**src/rtl/shifter_pkg.sv**
```systemverilog
// shifter_pkg: shared definitions for the serial deserializer (shifter_deser).
//   DIR_LEFT / DIR_RIGHT : shift-direction encodings of i_leftRight.
//   state_t              : shift-side FSM encoding (ST_PAR is only reachable
//                          when SHIFTER_DESER_PARITY_EN is defined).
package shifter_pkg;

  // 0 = MSB-first (shift left, new bit enters bit 0)
  // 1 = LSB-first (shift right, new bit enters bit NOBIT-1)
  localparam logic DIR_LEFT  = 1'b0;
  localparam logic DIR_RIGHT = 1'b1;

  typedef enum logic [1:0] {
    ST_IDLE  = 2'd0,
    ST_SHIFT = 2'd1,
    ST_PAR   = 2'd2
  } state_t;

endpackage

```
**src/rtl/deser_bitcnt.sv**
```systemverilog
// deser_bitcnt: bit counter for the deserializer.
//   i_clk     : clock
//   i_clr     : asynchronous active-high reset (count -> 0)
//   i_restart : word-boundary restart; count -> 1 if i_inc, else 0
//   i_inc     : count one bit this cycle
//   o_term    : the bit counted this cycle is the NOBIT-th of the word
//               (count == NOBIT-1 while incrementing, no restart)
module deser_bitcnt #(
  parameter int NOBIT = 8,
  parameter int CNTW  = 6
) (
  input  logic i_clk,
  input  logic i_clr,
  input  logic i_restart,
  input  logic i_inc,
  output logic o_term
);

  logic [CNTW-1:0] cnt;

  assign o_term = i_inc && !i_restart && (cnt == CNTW'(NOBIT - 1));

  always_ff @(posedge i_clk or posedge i_clr) begin
    if (i_clr) begin
      cnt <= '0;
    end else if (i_restart) begin
      // A restart bit is itself bit 1 of the new word.
      cnt <= i_inc ? CNTW'(1) : '0;
    end else if (o_term) begin
      cnt <= '0;
    end else if (i_inc) begin
      cnt <= cnt + CNTW'(1);
    end
  end

endmodule

```
**src/rtl/shifter_deser.sv**
```systemverilog
// shifter_deser: serial-to-parallel receiver with a one-word output holding
// register.
//
// Optional feature macro: SHIFTER_DESER_PARITY_EN
//   defined   : an even-parity bit follows each NOBIT-bit word (ST_PAR);
//               the word is delivered on the parity-bit edge and o_parErr
//               reports (^word) ^ parity_bit.
//   undefined : no ST_PAR, o_parErr tied to 0.
//
// Ports:
//   i_clk        clock, rising edge
//   i_clr        asynchronous active-high reset
//   i_bit        serial data bit, consumed when i_bitVld=1
//   i_bitVld     i_bit qualifier
//   i_sync       word restart: discards any partial word; with i_bitVld the
//                bit in that cycle becomes bit 1 of a new word
//   i_leftRight  direction, latched on the first bit of each word
//   o_data       completed word (holding register)
//   o_dataVld    o_data holds an unconsumed word
//   i_dataRdy    consumer ready
//   o_busy       a partial word is being assembled (registered)
//   o_ovf        sticky overflow (word completed while holding reg full)
//   i_ovfClr     synchronous clear of o_ovf (a same-edge overflow wins)
//   o_parErr     parity error for the word in o_data
//   o_state      shift-side FSM state, for observation
//
// Handshake: a word transfers on an edge where o_dataVld=1 and i_dataRdy=1.
// o_dataVld, once set, stays high with o_data stable until that transfer;
// a word completing on the transfer edge is loaded with no bubble.
module shifter_deser
  import shifter_pkg::*;
#(
  parameter int NOBIT = 8,
  parameter int CNTW  = 6
) (
  input  logic             i_clk,
  input  logic             i_clr,
  input  logic             i_bit,
  input  logic             i_bitVld,
  input  logic             i_sync,
  input  logic             i_leftRight,
  output logic [NOBIT-1:0] o_data,
  output logic             o_dataVld,
  input  logic             i_dataRdy,
  output logic             o_busy,
  output logic             o_ovf,
  input  logic             i_ovfClr,
  output logic             o_parErr,
  output state_t           o_state
);

  state_t           state;
  logic [NOBIT-1:0] sreg;
  logic             dir;

  logic             first_bit;
  logic             dir_eff;
  logic [NOBIT-1:0] base;
  logic [NOBIT-1:0] shifted;
  logic             cnt_inc;
  logic             cnt_term;
  logic             load;
  logic [NOBIT-1:0] load_word;
  logic             accept;
  logic             overflow;

  assign o_state = state;

  // The first bit of a word (from IDLE or via i_sync) uses the live
  // direction and an empty register; later bits use the latched direction.
  always_comb begin
    first_bit = i_sync || (state == ST_IDLE);
    dir_eff   = first_bit ? i_leftRight : dir;
    base      = first_bit ? '0 : sreg;
    if (dir_eff == DIR_RIGHT) begin
      shifted = {i_bit, base[NOBIT-1:1]};
    end else begin
      shifted = {base[NOBIT-2:0], i_bit};
    end
  end

  // The parity bit is not a data bit, so it does not advance the counter.
  assign cnt_inc = i_bitVld && (i_sync || (state != ST_PAR));

  deser_bitcnt #(
    .NOBIT(NOBIT),
    .CNTW (CNTW)
  ) u_bitcnt (
    .i_clk    (i_clk),
    .i_clr    (i_clr),
    .i_restart(i_sync),
    .i_inc    (cnt_inc),
    .o_term   (cnt_term)
  );

`ifdef SHIFTER_DESER_PARITY_EN
  logic load_perr;
  assign load      = i_bitVld && !i_sync && (state == ST_PAR);
  assign load_word = sreg;
  assign load_perr = (^sreg) ^ i_bit;
`else
  assign load      = cnt_term;
  assign load_word = shifted;
  assign o_parErr  = 1'b0;
`endif

  assign accept   = load && (!o_dataVld || i_dataRdy);
  assign overflow = load && o_dataVld && !i_dataRdy;

  always_ff @(posedge i_clk or posedge i_clr) begin
    if (i_clr) begin
      state     <= ST_IDLE;
      sreg      <= '0;
      dir       <= DIR_LEFT;
      o_busy    <= 1'b0;
      o_data    <= '0;
      o_dataVld <= 1'b0;
      o_ovf     <= 1'b0;
`ifdef SHIFTER_DESER_PARITY_EN
      o_parErr  <= 1'b0;
`endif
    end else begin
      // Shift side
      if (i_sync) begin
        if (i_bitVld) begin
          sreg   <= shifted;
          dir    <= i_leftRight;
          state  <= ST_SHIFT;
          o_busy <= 1'b1;
        end else begin
          sreg   <= '0;
          state  <= ST_IDLE;
          o_busy <= 1'b0;
        end
      end else if (i_bitVld) begin
        case (state)
          ST_IDLE: begin
            sreg   <= shifted;
            dir    <= i_leftRight;
            state  <= ST_SHIFT;
            o_busy <= 1'b1;
          end
          ST_SHIFT: begin
            sreg <= shifted;
            if (cnt_term) begin
`ifdef SHIFTER_DESER_PARITY_EN
              state  <= ST_PAR;
              o_busy <= 1'b1;
`else
              state  <= ST_IDLE;
              o_busy <= 1'b0;
`endif
            end
          end
          default: begin
            // ST_PAR: this bit is the parity bit; the word leaves here.
            state  <= ST_IDLE;
            o_busy <= 1'b0;
          end
        endcase
      end

      // Output side
      if (accept) begin
        o_data    <= load_word;
        o_dataVld <= 1'b1;
`ifdef SHIFTER_DESER_PARITY_EN
        o_parErr  <= load_perr;
`endif
      end else if (o_dataVld && i_dataRdy) begin
        o_dataVld <= 1'b0;
      end

      if (overflow) begin
        o_ovf <= 1'b1;
      end else if (i_ovfClr) begin
        o_ovf <= 1'b0;
      end
    end
  end

endmodule
```
**config.mk**
```make
export PLATFORM = sky130hd
export DESIGN_NAME = shifter_deser
export DESIGN_NICKNAME = d
export VERILOG_FILES = /design/src/rtl/shifter_pkg.sv /design/src/rtl/deser_bitcnt.sv /design/src/rtl/shifter_deser.sv
export SDC_FILE = /design/constraint.sdc
export NUM_CORES = 1
export LEC_CHECK = 0
export CORE_MARGIN = 10
export CORE_UTILIZATION = 49
export CTS_BUF_LIST = sky130_fd_sc_hd__clkbuf_8
export CTS_CLUSTER_SIZE = 8
export DETAILED_ROUTE_END_ITERATION = 12
export PLACE_DENSITY = 0.77
export REMOVE_ABC_BUFFERS = 1
export SYNTH_ARGS = -nofsm -noshare
export SYNTH_HDL_FRONTEND = slang
export SYNTH_HIERARCHICAL = 1
export SYNTH_SLANG_ARGS = --single-unit
```
**constraint.sdc**
```tcl
create_clock -name i_clk -period 1.6 [get_ports i_clk]
set_input_delay 0.24 -clock i_clk [delete_from_list [all_inputs] [get_ports i_clk]]
set_output_delay 0.24 -clock i_clk [all_outputs]
set_load 0.02 [all_outputs]
```
==> results_dict.tcl, run 1 <==
set metrics [dict create \
    status "complete, no violations" \
    synthTopCellsByCount "26 x dfrtp_1, 11 x a21oi_1, 10 x nor2_1, 8 x mux2_2, 8 x nand2_1" \
    grt_max_degree 22 \
    initial_core_util_pct 53.15 \
    core_area_mm2 0.002545 \
    async_reset_ff_share_pct 100.0 \
    path_clk_slew_ns 0.09 \
    numCtsBuffers 3 \
    first_pass_iters 4 \
    crit_fanout 5 \
    gp_congestion 0.8696 \
    overflow 0 \
    syn_inst 127 \
    die-area_mm2 0.005262 \
    p_leak_uw 0.0007665 \
    cp_common_cell "buf_4" \
    crit_required_ns 1.77 \
    synth_edf_count 0 \
    wirelength_mm 3.138 \
    fin_tns_setup_ns 0 \
    syn_to_final_growth_pct 28.12 \
    placementRows 18 \
    max_cap_viol_count 0 \
    cp_cell_sequence "ha_2 -> nand4b_1 -> nor3b_2 -> buf_4 -> nand2_1 -> buf_4 -> o2bb2ai_1" \
    grt_pass1_wl_mm 5.285 \
    synthDistinctLibCells 36 \
    drive_above_1_share_pct 25.62 \
    boundaryPins 22 \
    crit_path_end_kind "register" \
    cts_root_buffer "clkbuf_8" \
    grt_pass1_vias 1129 \
    fill_cells 202 \
    p_total_uw 1466 \
    cts_hold_buf 0 \
    htree_levels 1 \
    fin_ws_ns 0.05765 \
    wl_per_cell_um 16.52 \
    place_ws_ns 0.004700 \
    finClkSkew_ns 0.003140 \
    die-width_um 72.54 \
    cts_buffer_depth 2 \
    slowest_stage "dfrtp_1" \
    grtUsageTotal_pct 12.18 \
    seq_area_frac_synth_pct 48.10 \
    syn-cell-area_mm2 0.001353 \
    fmax_ghz 0.6484 \
    hold_viol 0 \
    antenna_found_initial 0 \
    critPathKind "register to register" \
    hold_class "input pin to async pin" \
    fin_crit_ns 1.542 \
    arrival_ns 1.71 \
    synth-seq-cells 26 \
    antenna_cells 0 \
    cts_tree "done" \
    yosysTopAreaCellShare_pct 48.10 \
    io_buffer_count 19 \
    synth_area_leaders "dfrtp_1 48%, mux2_2 6.7%, a21oi_1 4.1%" \
    ys_warn_count 6 \
    yosysMostFrequentCell "dfrtp_1" \
    p_per_area_mw_per_mm2 845.8 \
    clock-sinks 26 \
    drt-vias-per-instance 5.432 \
    vias 1032 \
    vdd_drop_max_mv 0.6199 \
    yosys.area.top_type "dfrtp_1" \
    nets 170 \
    slew_viol_final 0 \
    hpwl_mm 2.334 \
    setup_viol 0 \
    drc 0 \
    drt-initial-drc-count 53 \
    worst_setup_path_start_kind "register" \
    synth-main-ff-cell "dfrtp_1" \
    synth.avg_cell_area_um2 10.65 \
    worstSkewPairLatency_ns 0.27 \
    min_period_over_period_pct 96.40 \
    critPathMaxStageDelay_ns 0.37 \
    fp.dieH_um 72.54 \
    worst-r2r-cell-count 7 \
    ant_nets 0 \
]
layer usage:
layer  GRT usage (%)  routed length, um
met2           18.88               1470
met4           5.274                 34
met5               0                  0
met3           4.490                211
met1           14.72               1422
cells in the final DEF (no fill, tap or decap), types with 2 or more instances in the layout:
master,instances
buf_4,17
mux2_2,8
nor2_1,9
a41oi_2,2
and2_1,2
nand2_1,8
a21oi_1,11
nand3_1,7
dfrtp_1,26
mux2i_1,2
nand2b_1,2
o22ai_1,2
clkbuf_8,3
xor2_1,2
nor2b_1,6
dlygate4sd2_1,2
clkdlybuf4s50_1,17
a31oi_1,2
o2bb2ai_1,5
conb_1,2
inv_1,6
cell families (layout without fill, tap and decap cells):
group           Yosys count  in the layout  synth area share (%)
simple gates             44             44                 17.85
compound gates           26             26                 14.06
flops                    26             26                 48.10
buf+inv                  16             48                 8.233
mux                      11             11                 9.251
xor+xnor                  2              2                 1.295
fa+ha+maj                 1              1                0.9249
other cells               1              2                0.2773
through the flow:
step	instance area, um^2	cells	util (%)	hold slack, ns
2_1_floorplan	1267	118	-	0.03096
3_3_place_gp	1635	184	64.26	0.4771
3_5_place_dp	1635	184	64.26	0.4727
4_1_cts	1704	188	66.96	0.2171
5_1_grt	1733	190	68.09	0.2304
6_report	1733	190	68.09	0.2069
final cells by class:
type / instances / area (um^2) / area share (%)
clock inverters: 1 / 30.03 / 1.733
well taps: 30 / 37.54 / 2.166
inverters: 6 / 22.52 / 1.300
clock buffers: 3 / 41.29 / 2.383
flip-flops and latches: 26 / 650.6 / 37.55
repair buffers: 38 / 346.6 / 20.00
multi-input cells: 86 / 604.3 / 34.87
registers in the layout, indices dropped and copies added (netlist names):
name / cells
dir: 1
u_bitcnt/cnt: 6
o_dataVld: 1
sreg: 8
o_data: 8
o_ovf: 1
o_busy: 1
timing repair:
item                       CTS  global route
pin swaps                    0             1
setup buffers                0             2
setup endpoints to repair    2            10
resized for setup            2             4
worst paths after layout:
check	start	to	slack, ns
max	u_bitcnt/cnt[0]$_DFFE_PP0P_	o_data[6]$_DFFE_PP0P_	0.06
min	i_clr	u_bitcnt/cnt[0]$_DFFE_PP0P_	0.21
max reg2reg	u_bitcnt/cnt[0]$_DFFE_PP0P_	o_data[6]$_DFFE_PP0P_	0.06
min reg2reg	o_data[4]$_DFFE_PP0P_	o_data[4]$_DFFE_PP0P_	0.50
max in group asynchronous	i_clr	o_data[1]$_DFFE_PP0P_	1.08
min in group i_clk	o_data[4]$_DFFE_PP0P_	o_data[4]$_DFFE_PP0P_	0.50
report_power, final:
part	internal (uW)	switching (uW)
Clock	335	217
Combinational	106	100
Sequential	680	27.0
Total	1120	345
worst max-delay path: cells and delay by family (launching register included):
family	cells	cell delay, ns
AND/OR/NAND/NOR	3	0.43
flip-flops	1	0.37
buffers and inverters	2	0.32
adder cells (fa/ha/maj)	1	0.19
AO/OA/AOI/OAI	1	0.12
Note: power is estimated with default switching activity, not from simulation.
==> run 2, diff against run 1 <==
- CORE_UTILIZATION: 49 -> 50
- PLACE_DENSITY: 0.77 -> 0.75
- clock period: 1.6 -> 2 ns (I/O delays scaled with it)
==> run 2 against run 1 <==
  * Combinational power shrank 33%
  * Hold slack better by 0.079 ns
  * Fmax fell by 12%
  * Die area decreased by 1.5%
  * Critical path type unchanged
  * Final cell count shrank 6.3%
  * Total power shrank 23%
==> results_dict.tcl, run 2 (same netlist as run 1, synthesis figures left out) <==
set metrics [dict create \
    status "complete, no violations" \
    antenna_cells 0 \
    vias 980 \
    crit_path_end_kind "register" \
    cp_top_family "simple AND/OR/NAND/NOR gates" \
    top_regs "o_data: 8 flops, sreg: 8 flops, u_bitcnt/cnt: 6 flops" \
    antenna_found_initial 0 \
    cp_cell_sequence "ha_1 -> nand4b_1 -> nor3b_1 -> buf_4 -> nand3_1 -> o2bb2ai_1" \
    dpl_cell_area_mm2 0.001548 \
    gp_congestion 0.8578 \
    drc 0 \
    cts_resized 0 \
    setup_viol 0 \
    mostFrequentLayoutCells "26 x dfrtp_1, 19 x clkdlybuf4s50_1, 11 x a21oi_1" \
    initial_core_util_pct 53.62 \
    io_buffer_count 19 \
    overflow 0 \
    numCtsBuffers 3 \
    cp_num_buf_inv 1 \
    grtUsageTotal_pct 10.92 \
    ant_nets 0 \
    cts_setup_buffers 0 \
    design_area_mm2 0.001619 \
    fp.dieH_um 72.01 \
    rsz0062_at_grt "no" \
    placementRows 18 \
    syn_to_final_growth_pct 19.70 \
    vdd_drop_max_mv 0.6958 \
    fin_tns_setup_ns 0 \
    critPathMaxStageDelay_ns 0.41 \
    wirelength_mm 2.750 \
    fin_crit_ns 1.749 \
    boundaryPins 22 \
    drt-vias-per-instance 5.506 \
    hold_class "input pin to async pin" \
    core_area_mm2 0.002522 \
    grt_pass1_wl_mm 4.705 \
    worst_setup_path_start_kind "register" \
    slowest_stage "dfrtp_1" \
    path_clk_slew_ns 0.08 \
    p_leak_uw 0.0007009 \
    cts_tree "done" \
    critPathKind "register to register" \
    finClkSkew_ns 0.001881 \
    crit_fanout 11 \
    die-width_um 72.01 \
    htree_levels 1 \
    p_per_area_mw_per_mm2 696.7 \
    worstSkewPairLatency_ns 0.26 \
    grt_pass1_vias 1068 \
    hold_viol 0 \
    grt_max_degree 23 \
    drive_above_1_share_pct 17.57 \
    drt-initial-drc-count 32 \
    fill_cells 212 \
    layout_commonest_cell "dfrtp_1" \
    clock-sinks 26 \
    slew_viol_final 0 \
    die-area_mm2 0.005185 \
    cts_hold_buf 0 \
    nets 158 \
    wl_per_cell_um 15.45 \
    crit_required_ns 2.19 \
    min_period_over_period_pct 87.43 \
    fmax_ghz 0.5719 \
    max_cap_viol_count 0 \
    cts_buffer_depth 2 \
    hpwl_mm 2.071 \
    first_pass_iters 4 \
    arrival_ns 1.94 \
    cts_root_buffer "clkbuf_8" \
]
==> run 2: final cells by class <==
class                           count  area (um^2)  share of cell area (%)
Inverter                            6        22.52                   1.391
Timing Repair Buffer               26        242.7                   14.99
Multi-Input combinational cell     86        594.3                   36.71
Clock inverter                      1        30.03                   1.855
Tap cell                           30        37.54                   2.318
Sequential cell                    26        650.6                   40.19
Clock buffer                        3        41.29                   2.550
==> run 2: worst paths after layout <==
kind	start	end	slack [ns]	depth (start not counted)
worst max-delay path	u_bitcnt/cnt[0]$_DFFE_PP0P_	o_data[6]$_DFFE_PP0P_	0.25	6
worst min-delay path	i_clr	u_bitcnt/cnt[4]$_DFFE_PP0P_	0.29	2
worst max register to register	u_bitcnt/cnt[0]$_DFFE_PP0P_	o_data[6]$_DFFE_PP0P_	0.25	6
worst min register to register	o_data[5]$_DFFE_PP0P_	o_data[5]$_DFFE_PP0P_	0.50	1
max in group asynchronous	i_clr	dir$_DFFE_PP0P_	1.40	3
min in group i_clk	o_data[5]$_DFFE_PP0P_	o_data[5]$_DFFE_PP0P_	0.50	1
==> run 2: report_power, final <==
group / switching, uW / internal [uW] / total [uW]
registers: 24.4 / 544 / 568
clock network: 154 / 267 / 422
logic: 69.3 / 68.5 / 138
total: 248 / 880 / 1130
==> run 2: routing by layer <==
metal	vias up	track usage, %	wire length, um
met5	-	0	0
met4	0	2.581	27
met3	4	5.306	202
met2	24	19.22	1406
met1	468	11.43	1113
li1	484	-	-
==> run 2: per-stage QoR <==
step / setup WS (ns) / hold slack [ns] / total power (uW) / utilization (%) / std cells
after floorplan: -0.2416 / 0.09096 / 654.8 / - / 118
final: 0.2514 / 0.2861 / 1128 / 64.19 / 178
after global routing: 0.1498 / 0.3201 / 1173 / 64.19 / 178
after CTS: 0.2602 / 0.2845 / 1142 / 64.19 / 178
after detailed placement: 0.1854 / 0.4731 / 716.9 / 61.36 / 174
after global placement: 0.2635 / 0.4774 / 712.8 / 61.36 / 174
==> run 3, diff against run 2 <==
- CAP_MARGIN: not set -> 20
==> results of run 3 <==
No change in the layout: final DEF, timing and power equal those of run 2.
